===== config.mk =====
export PLATFORM = sky130hd
export DESIGN_NAME = uart_tx_top_flat
export DESIGN_NICKNAME = d
export VERILOG_FILES = /design/src/rtl/uart_tx_top_if.sv /design/src/rtl/uart_tx_top.sv /design/src/flat_wrapper.sv
export SDC_FILE = /design/constraint.sdc
export NUM_CORES = 1
export LEC_CHECK = 0
export BUFFER_PORTS_ARGS = -buffer_cell sky130_fd_sc_hd__buf_2
export CORE_MARGIN = 5
export CORE_UTILIZATION = 35
export CTS_BUF_LIST = sky130_fd_sc_hd__clkbuf_16
export CTS_CLUSTER_DIAMETER = 50
export DETAILED_ROUTE_END_ITERATION = 12
export SYNTH_ARGS = -nofsm -noshare
export SYNTH_HDL_FRONTEND = slang
export SYNTH_SLANG_ARGS = --single-unit
export TNS_END_PERCENT = 50

===== constraint.sdc =====
create_clock -name clk -period 3.9 [get_ports clk]
set_input_delay 0.78 -clock clk [delete_from_list [all_inputs] [get_ports clk]]
set_output_delay 0.78 -clock clk [all_outputs]
set_load 0.1 [all_outputs]

===== src/rtl/uart_tx_top_if.sv =====
// uart_tx_top_if: holding-register, line-control and serial-pin signals of the UART transmitter.
interface uart_tx_top_if;
    logic       baud_pulse;
    logic       pen;
    logic       thre;
    logic       stb;
    logic       stick_parity;
    logic       eps;
    logic       set_break;
    logic [7:0] din;
    logic [1:0] wls;
    logic       pop;
    logic       sreg_empty;
    logic       tx;
    modport master (
        output baud_pulse, pen, thre, stb, stick_parity, eps, set_break, din, wls,
        input  pop, sreg_empty, tx
    );
    modport slave (
        input  baud_pulse, pen, thre, stb, stick_parity, eps, set_break, din, wls,
        output pop, sreg_empty, tx
    );
endinterface


===== src/rtl/uart_tx_top.sv =====
// uart_tx_top: 16550-style transmit serializer, 16x baud ticks per bit, 5-8 data bits, parity, 1/1.5/2 stop.
module uart_tx_top (
    input  logic          clk,
    input  logic          rst,
    uart_tx_top_if.slave  u
);
    typedef enum logic [2:0] {S_IDLE, S_START, S_DATA, S_PARITY, S_STOP} state_t;
    state_t     r_state, w_state;
    logic [3:0] r_tick, w_tick;
    logic [2:0] r_cnt, w_cnt;
    logic [7:0] r_sreg, w_sreg;
    logic [1:0] r_wls;
    logic       r_pen, r_stb, r_par, r_pop, r_empty, r_tx;
    logic       w_load, w_empty, w_tx, w_par, w_stop_end;
    logic [7:0] w_mask;
    assign w_mask = 8'hFF >> (2'd3 - u.wls);
    assign w_par  = u.stick_parity ? ~u.eps : (u.eps ? ^(u.din & w_mask) : ~^(u.din & w_mask));
    // r_cnt selects the stop period: 0 = first 16 ticks, 1 = extra half or full period
    assign w_stop_end = (r_tick == ((r_cnt[0] && r_wls == 2'b00) ? 4'd7 : 4'd15)) && (r_cnt[0] || !r_stb);
    always_comb begin
        w_state = r_state;
        w_tick  = r_tick;
        w_cnt   = r_cnt;
        w_sreg  = r_sreg;
        w_load  = 1'b0;
        w_empty = r_empty;
        if (u.baud_pulse) begin
            w_tick = r_tick + 4'd1;
            case (r_state)
                S_IDLE: begin
                    w_tick = 4'd0;
                    w_load = !u.thre;
                end
                S_START: if (r_tick == 4'd15) begin
                    w_state = S_DATA;
                    w_cnt   = 3'd0;
                end
                S_DATA: if (r_tick == 4'd15) begin
                    w_sreg = r_sreg >> 1;
                    w_cnt  = r_cnt + 3'd1;
                    if (r_cnt == {1'b0, r_wls} + 3'd4) begin
                        w_state = r_pen ? S_PARITY : S_STOP;
                        w_cnt   = 3'd0;
                    end
                end
                S_PARITY: if (r_tick == 4'd15) begin
                    w_state = S_STOP;
                    w_cnt   = 3'd0;
                end
                S_STOP: if (w_stop_end) begin
                    w_state = S_IDLE;
                    w_load  = !u.thre;
                    w_empty = u.thre;
                end else if (r_tick == 4'd15) begin
                    w_cnt = 3'd1;
                end
                default: w_state = S_IDLE;
            endcase
            if (w_load) begin
                w_state = S_START;
                w_tick  = 4'd0;
                w_sreg  = u.din;
                w_empty = 1'b0;
            end
        end
        w_tx = u.set_break ? 1'b0 :
               (w_state == S_START)  ? 1'b0 :
               (w_state == S_DATA)   ? w_sreg[0] :
               (w_state == S_PARITY) ? r_par : 1'b1;
    end
    always_ff @(posedge clk or negedge rst) begin
        if (!rst) begin
            r_state <= S_IDLE;
            r_tick  <= 4'd0;
            r_cnt   <= 3'd0;
            r_sreg  <= 8'd0;
            r_wls   <= 2'd0;
            r_pen   <= 1'b0;
            r_stb   <= 1'b0;
            r_par   <= 1'b0;
            r_pop   <= 1'b0;
            r_empty <= 1'b1;
            r_tx    <= 1'b1;
        end else begin
            r_state <= w_state;
            r_tick  <= w_tick;
            r_cnt   <= w_cnt;
            r_sreg  <= w_sreg;
            r_pop   <= w_load;
            r_empty <= w_empty;
            r_tx    <= w_tx;
            if (w_load) begin
                r_wls <= u.wls;
                r_pen <= u.pen;
                r_stb <= u.stb;
                r_par <= w_par;
            end
        end
    end
    assign u.pop        = r_pop;
    assign u.sreg_empty = r_empty;
    assign u.tx         = r_tx;
endmodule


===== src/flat_wrapper.sv =====
// flat-port wrapper written by rule: the top's interface ports become plain ports
module uart_tx_top_flat 
  (clk, rst, u_baud_pulse, u_pen, u_thre, u_stb, u_stick_parity, u_eps, u_set_break, u_din, u_wls, u_pop, u_sreg_empty, u_tx);
  uart_tx_top_if u_i ();
  input  logic clk;
  input  logic rst;
  input wire logic [$bits(u_i.baud_pulse)-1:0] u_baud_pulse;
  input wire logic [$bits(u_i.pen)-1:0] u_pen;
  input wire logic [$bits(u_i.thre)-1:0] u_thre;
  input wire logic [$bits(u_i.stb)-1:0] u_stb;
  input wire logic [$bits(u_i.stick_parity)-1:0] u_stick_parity;
  input wire logic [$bits(u_i.eps)-1:0] u_eps;
  input wire logic [$bits(u_i.set_break)-1:0] u_set_break;
  input wire logic [$bits(u_i.din)-1:0] u_din;
  input wire logic [$bits(u_i.wls)-1:0] u_wls;
  output wire logic [$bits(u_i.pop)-1:0] u_pop;
  output wire logic [$bits(u_i.sreg_empty)-1:0] u_sreg_empty;
  output wire logic [$bits(u_i.tx)-1:0] u_tx;
  assign u_i.baud_pulse = u_baud_pulse;
  assign u_i.pen = u_pen;
  assign u_i.thre = u_thre;
  assign u_i.stb = u_stb;
  assign u_i.stick_parity = u_stick_parity;
  assign u_i.eps = u_eps;
  assign u_i.set_break = u_set_break;
  assign u_i.din = u_din;
  assign u_i.wls = u_wls;
  assign u_pop = u_i.pop;
  assign u_sreg_empty = u_i.sreg_empty;
  assign u_tx = u_i.tx;
  uart_tx_top u_core (.clk(clk), .rst(rst), .u(u_i));
endmodule

==> results of run 1 <==
## critical path: stages
cell	delay (ns)
sky130_fd_sc_hd__buf_2	0.24
sky130_fd_sc_hd__nand4_1	0.28
sky130_fd_sc_hd__nor3_1	0.39
sky130_fd_sc_hd__a31oi_1	0.11
sky130_fd_sc_hd__nand2_1	0.23
sky130_fd_sc_hd__o221a_2	0.25
sky130_fd_sc_hd__o311a_1	0.17
## metal layers
layer	vias to the layer above	global-route usage, %
li1	600	-
met1	565	17.9
met2	23	18.4
met3	4	2.80
met4	0	4.74
met5	-	0
## Yosys cell counts, types with 2 or more instances
cell type / count
sky130_fd_sc_hd__a21oi_1: 7
sky130_fd_sc_hd__clkbuf_1: 2
sky130_fd_sc_hd__o21ai_0: 10
sky130_fd_sc_hd__o211ai_1: 3
sky130_fd_sc_hd__dfrtp_1: 24
sky130_fd_sc_hd__o22ai_1: 6
sky130_fd_sc_hd__xnor2_1: 4
sky130_fd_sc_hd__or3_1: 4
sky130_fd_sc_hd__inv_1: 10
sky130_fd_sc_hd__nand3_1: 6
sky130_fd_sc_hd__a211o_1: 2
sky130_fd_sc_hd__nor2_1: 12
sky130_fd_sc_hd__a21o_1: 2
sky130_fd_sc_hd__mux2_2: 4
sky130_fd_sc_hd__ha_1: 2
sky130_fd_sc_hd__a31oi_1: 2
sky130_fd_sc_hd__nor3_1: 4
sky130_fd_sc_hd__nand2_1: 11
sky130_fd_sc_hd__dfstp_2: 2
sky130_fd_sc_hd__a32o_1: 2
sky130_fd_sc_hd__mux2i_1: 2
sky130_fd_sc_hd__xor2_1: 3
## cell families (layout without fill, tap and decap cells)
| group | Yosys count | after routing |
|---|---|---|
| simple gates | 50 | 50 |
| fa+ha+maj | 2 | 2 |
| buf+inv | 14 | 35 |
| mux | 6 | 6 |
| xor+xnor | 8 | 8 |
| compound gates | 44 | 44 |
| flops | 26 | 26 |
## area by class of cell
class,instances,area [µm²]
fillers,399,2310
multi-input cells,110,754
flip-flops and latches,26,653
repair buffers,21,105
clock buffers,3,75.1
well taps,50,62.6
inverters,10,37.5
clock inverters,1,30.0
## per-stage QoR
step | instance area, µm² | power, W | std cells | util (%)
final | 1720 | 0.00115 | 221 | 42.6
after global routing | 1720 | 0.00122 | 221 | 42.6
after CTS | 1720 | 0.00115 | 221 | 42.6
after detailed placement | 1610 | 0.000853 | 217 | 40.0
after global placement | 1610 | 0.000845 | 217 | 40.0
after floorplan | 1470 | 0.000772 | 150 | -
## registers in the layout (all words and copies together) (netlist names), 2 cells and up
name and count:
u_core.r_sreg 8, u_core.r_state 3, u_core.r_wls 2, u_core.r_tick 4, u_core.r_cnt 3
## worst paths after layout
| path | cells after the start | startpoint | endpoint | slack [ns] |
|---|---|---|---|---|
| min | 1 | u_core.r_cnt[2] | u_core.r_cnt[2] | 0.49 |
| max | 7 | u_baud_pulse | u_core.u.tx | 1.65 |
| min reg2reg | 1 | u_core.r_cnt[2] | u_core.r_cnt[2] | 0.49 |
| max in group asynchronous | 1 | rst | u_core.r_sreg[3] | 3.02 |
| max reg2reg | 7 | u_core.r_tick[0] | u_core.u.tx | 1.68 |
| min in group asynchronous | 1 | rst | u_core.r_cnt[1] | 0.51 |
## where the power goes
group | switching (W) | internal (W) | leakage (nW)
clock network | 0.0000932 | 0.000204 | 0.0511
logic | 0.000218 | 0.000147 | 0.398
registers | 0.000103 | 0.000382 | 0.316
==> results.yml, run 1 <==
outcome:
  status: "finished clean"
worst_setup_path:
  worstSetupEndpointType: "register"
  critical_path_peak_fanout: 15
  worst_ep_required_time_ns: 4.10
  critPathLaunchType: "input pin"
  critPathKind: "in -> reg"
  critical_path_arrival_ns: 2.45
clocking:
  cts_htree_levels: 1
  clock_insertion_delay_worst_skew_ns: 0.26
  cts_hold_buffers: 0
  tritoncts: "yes"
  clk_pin_slew_ns: 0.07
  clock_tree.buffer_depth: 2
  cts_made_buffers: 3
  cts_sinks: 26
  postCtsSetupBuffers: 0
  clock_root_cell: "sky130_fd_sc_hd__clkbuf_16"
  cts_resized: 0
logic_synthesis:
  primary_ff_master_synth: "sky130_fd_sc_hd__dfrtp_1"
  net_count_after_synthesis: 171
  synth_xor_area_share_pct: 5.70
  synthDominantCellAreaShare_pct: 40.8
  yosys.area.top_type: "sky130_fd_sc_hd__dfrtp_1"
  ys.warnings.count: 0
  syn-cell-area_um2: 1470
  dominant_combinational_cell_family_by_area_after_synthesis: "compound AO/OA/AOI/OAI gates"
  synth_compound_gate_area_share_pct: 20.8
  synth-adder-area-share_pct: 1.70
  syn_area_per_cell_um2: 9.81
  synth_simple_gate_area_share_pct: 18.6
  synth-seq-area-share_pct: 44.4
  post_synth_num_cell_types: 48
  synth_edf_count: 0
  synth.area.mux_share_pct: 4.42
  ys_async_sr_fraction_pct: 100
  synthesis.instances: 150
  synth.top_cells.by_area: "sky130_fd_sc_hd__dfrtp_1 41%, sky130_fd_sc_hd__dfstp_2 3.6%, sky130_fd_sc_hd__o21ai_0 3.4%, sky130_fd_sc_hd__mux2_2 3.1%, sky130_fd_sc_hd__nor2_1 3.1%"
  ys_ff_latch: 26
routing:
  wire_per_inst_um: 14.8
  routed_wirelength_um: 3270
  routed.top_layer: "met4"
  drt_iter0_markers: 59
  num_vias: 1192
  first_pass_iters: 4
  post_route_drc_violation_count: 0
  wirelength_met1_um: 1550
  wl_met2_um: 1530
  met3WireLength_um: 155
  vias_per_cell: 5.39
  ant_nets: 0
sta:
  timing.setup.tns_ns: 0
  hold-worst-slack_ns: 0.485
  slew_viol_final: 0
  worst-slew-pin-transition_ns: 0.568
  normalized_max_slew_margin_pct: 62.1
  post_route_clock_period_utilization_pct: 57.7
  setup_viol: 0
  grt_setup_unrepaired: "false"
  fin_worst_skew_ns: 0.00427
  post-route-worst-setup-slack_ns: 1.65
  timing.fmax_ghz: 0.445
  timing.final.hold_violations: 0
  period_minus_slack_ns: 2.25
die:
  design.core.area_um2: 4030
  floorplan.initialDensity_pct: 36.5
  die_w_um: 74.8
  fp-row-count: 23
  floorplan.die_area_um2: 5600
  ioPinCount: 22
  chipHeight_um: 74.8
placed_design:
  port_buffers: 21
  place_worst_setup_slack_ns: 1.39
  dpl.hpwl_um: 2520
  gp_routability_congestion: 0.859
global_routing:
  grtUsageTotal_pct: 12.5
  first_global_vias: 1183
  global_route.overflow_total: 0
  grt_start_max_net_pins: 27
  antenna_found_initial: 0
  grt_pass1_wl_um: 5450
cells_and_area:
  antenna_cells: 0
  drive_gt1_share_pct: 23.4
  synthToLayoutAreaGrowth_pct: 16.8
  layout_commonest_cell: "sky130_fd_sc_hd__dfrtp_1"
  number_of_nets_in_the_layout: 193
  layout.cells.most_common_list: "24 x sky130_fd_sc_hd__dfrtp_1, 21 x sky130_fd_sc_hd__buf_2, 12 x sky130_fd_sc_hd__nor2_1"
pwr:
  vdd_drop_max_mv: 0.326
  power.leakage_nw: 0.764
  power-per-cell-area_nw_per_um2: 668
run:
  cap_viol_max_count: 0
min_path:
  min-delay-path-class: "reg -> reg"
No activity file was read; power rests on OpenSTA's default activity.
==> inputs of run 2 (changes only) <==
==> constraint.sdc (replaced) <==
create_clock -name clk -period 1.97 [get_ports clk]
set_input_delay 0.394 -clock clk [delete_from_list [all_inputs] [get_ports clk]]
set_output_delay 0.394 -clock clk [all_outputs]
set_load 0.1 [all_outputs]
==> run 2 against run 1 <==
Worst hold slack got worse by 0.35 ns. Non-clock buffer count rose by 16. Sequential cell count did not move. Via count rose by 8.5%. Clock-buffer cell count did not move. Highest routed layer unchanged. Die area did not move. Worst setup slack got worse by 1.6 ns. Critical path type is now reg -> reg. Sequential power rose by 96%. Critical path depth fell by 1. Cell area rose by 8.4%.
==> results.yml, run 2 (same netlist as run 1, synthesis figures left out) <==
cells_and_area:
  largest_registers: "u_core.r_sreg x8, u_core.r_tick x4"
  largest_register_ff_count: 8
  layout_commonest_cell: "sky130_fd_sc_hd__dfrtp_1"
  layout.cell_area.non_filler_um2: 1860
  drive_gt1_share_pct: 33.9
  layout.cells.non_filler: 236
  antenna_cells: 0
  multi_input_area_um2: 807
  num-fill-cells: 395
  number_of_nets_in_the_layout: 209
  seq_area_um2: 654
  max_flop_register: "u_core.r_sreg"
  layout.cells.most_common_list: "23 x sky130_fd_sc_hd__dfrtp_1, 21 x sky130_fd_sc_hd__buf_2, 16 x sky130_fd_sc_hd__buf_4"
  synthToLayoutAreaGrowth_pct: 26.5
routing:
  vias_per_cell: 5.48
  num_vias: 1293
  post_route_drc_violation_count: 0
  drt_iter0_markers: 60
  first_pass_iters: 4
  ant_nets: 0
  routed_wirelength_um: 3840
  wire_per_inst_um: 16.3
worst_setup_path:
  critical_path_peak_fanout: 3
  critPathLaunchType: "register"
  worst_ep_required_time_ns: 2.17
  crit-reg2reg-launch: "u_core.r_wls[1]"
  worst_path_largest_cell_delay_ns: 0.43
  cp_cell_sequence: "xor2_1 > o41a_1 > o31a_1 > a31oi_4 > a221o_1 > o311a_1"
  r2r.worst_path.cells: 6
  critPathKind: "reg -> reg"
  crit_path_start: "u_core.r_wls[1]"
  reg2reg_slack_ns: 0.07
  timing.critical_path.slowest_stage_cell: "sky130_fd_sc_hd__dfrtp_1"
  worst_setup_path_endpoint: "u_core.u.tx"
  timing.rr.end: "u_core.u.tx"
  worstSetupEndpointType: "register"
  critical_path_arrival_ns: 2.10
sta:
  post_route_clock_period_utilization_pct: 96.7
  timing.fmax_ghz: 0.525
  worst-slew-pin-transition_ns: 0.586
  period_minus_slack_ns: 1.90
  fin_worst_skew_ns: 0.00292
  normalized_max_slew_margin_pct: 60.9
  hold-worst-slack_ns: 0.136
  setup_viol: 0
  timing.setup.tns_ns: 0
  slew_viol_final: 0
  timing.final.hold_violations: 0
min_path:
  min-delay-path-class: "in -> async"
placed_design:
  place.detailed.instances: 229
  port_buffers: 21
  dpl.hpwl_um: 2840
  gp_routability_congestion: 0.917
  placed_area_um2: 1700
clocking:
  clock_root_cell: "sky130_fd_sc_hd__clkbuf_16"
  cts_hold_buffers: 0
  clock_tree.buffer_depth: 2
  cts_sinks: 26
  cts_made_buffers: 3
  clk_pin_slew_ns: 0.06
  clock_insertion_delay_worst_skew_ns: 0.25
  tritoncts: "yes"
  cts_htree_levels: 1
pwr:
  power.leakage_nw: 0.836
  power-per-cell-area_nw_per_um2: 1250
  vdd_drop_max_mv: 0.759
die:
  chipHeight_um: 74.8
  ioPinCount: 22
  floorplan.initialDensity_pct: 36.5
  die_w_um: 74.8
  fp-row-count: 23
  floorplan.die_area_um2: 5600
  design.core.area_um2: 4030
global_routing:
  antenna_found_initial: 0
  first_global_vias: 1290
  grt_pass1_wl_um: 6070
  global_route.overflow_total: 0
  grt_start_max_net_pins: 27
  grtUsageTotal_pct: 14.0
run:
  cap_viol_max_count: 0
outcome:
  status: "finished clean"
==> run 2: changes by cell type in the layout (fill, tap and decap cells not counted), sizes merged <==
cell,before,now
buf,21,37
bufinv,1,0
==> run 2: per-layer routing <==
metal	up-vias	wire length [µm]	track usage, %
met4	0	87	2.77
met5	-	0	0
li1	633	-	-
met2	35	1890	22.8
met1	615	1670	19.4
met3	10	191	2.94
==> run 2: what timing repair did <==
action,4_1_cts,5_1_grt
setup buffers,1,3
pin swaps,5,6
resized for setup,2,10
endpoints found under the setup margin,1,16
==> run 2: layout make-up <==
class                           count  area share (%)
Clock buffer                        3            4.03
Inverter                           10            2.02
Multi-Input combinational cell    110            43.3
Sequential cell                    26            35.1
Tap cell                           50            3.36
Timing Repair Buffer               37            12.1
==> run 2: worst min path at each step <==
| stage | depth (start not counted) | from | slack, ns | to |
|---|---|---|---|---|
| final | 1 | rst | 0.14 | u_core.r_cnt[1] |
| after global routing | 1 | rst | 0.19 | u_core.r_cnt[1] |
| after CTS | 1 | rst | 0.16 | u_core.r_cnt[1] |
| after detailed placement | 1 | rst | 0.43 | u_core.r_cnt[1] |
| after global placement | 1 | rst | 0.42 | u_core.r_state[0] |
| after floorplan | 0 | rst | 0.1 | u_core.r_cnt[0] |
==> run 2: through the flow <==
stage | utilization [%] | power, W | setup slack, ns
5_1_grt | 46.2 | 0.00250 | -0.0360
4_1_cts | 44.5 | 0.00224 | -0.00579
2_1_floorplan | - | 0.00153 | 0.0804
3_3_place_gp | 42.3 | 0.00175 | 0.0158
6_report | 46.2 | 0.00233 | 0.0660
3_5_place_dp | 42.3 | 0.00179 | -0.0268
==> run 2: where the power goes <==
part           total, W  internal, W  switching (W)
clock          0.000438     0.000269       0.000169
sequential     0.000950     0.000759       0.000190
combinational  0.000947     0.000411       0.000535
total           0.00233      0.00144       0.000895
==> run 2: worst max-delay path, delay by kind of cell (launching register included) <==
family	cells	cell delay (ns)
compound gates	5	1.24
xor+xnor	1	0.18
flops	1	0.43
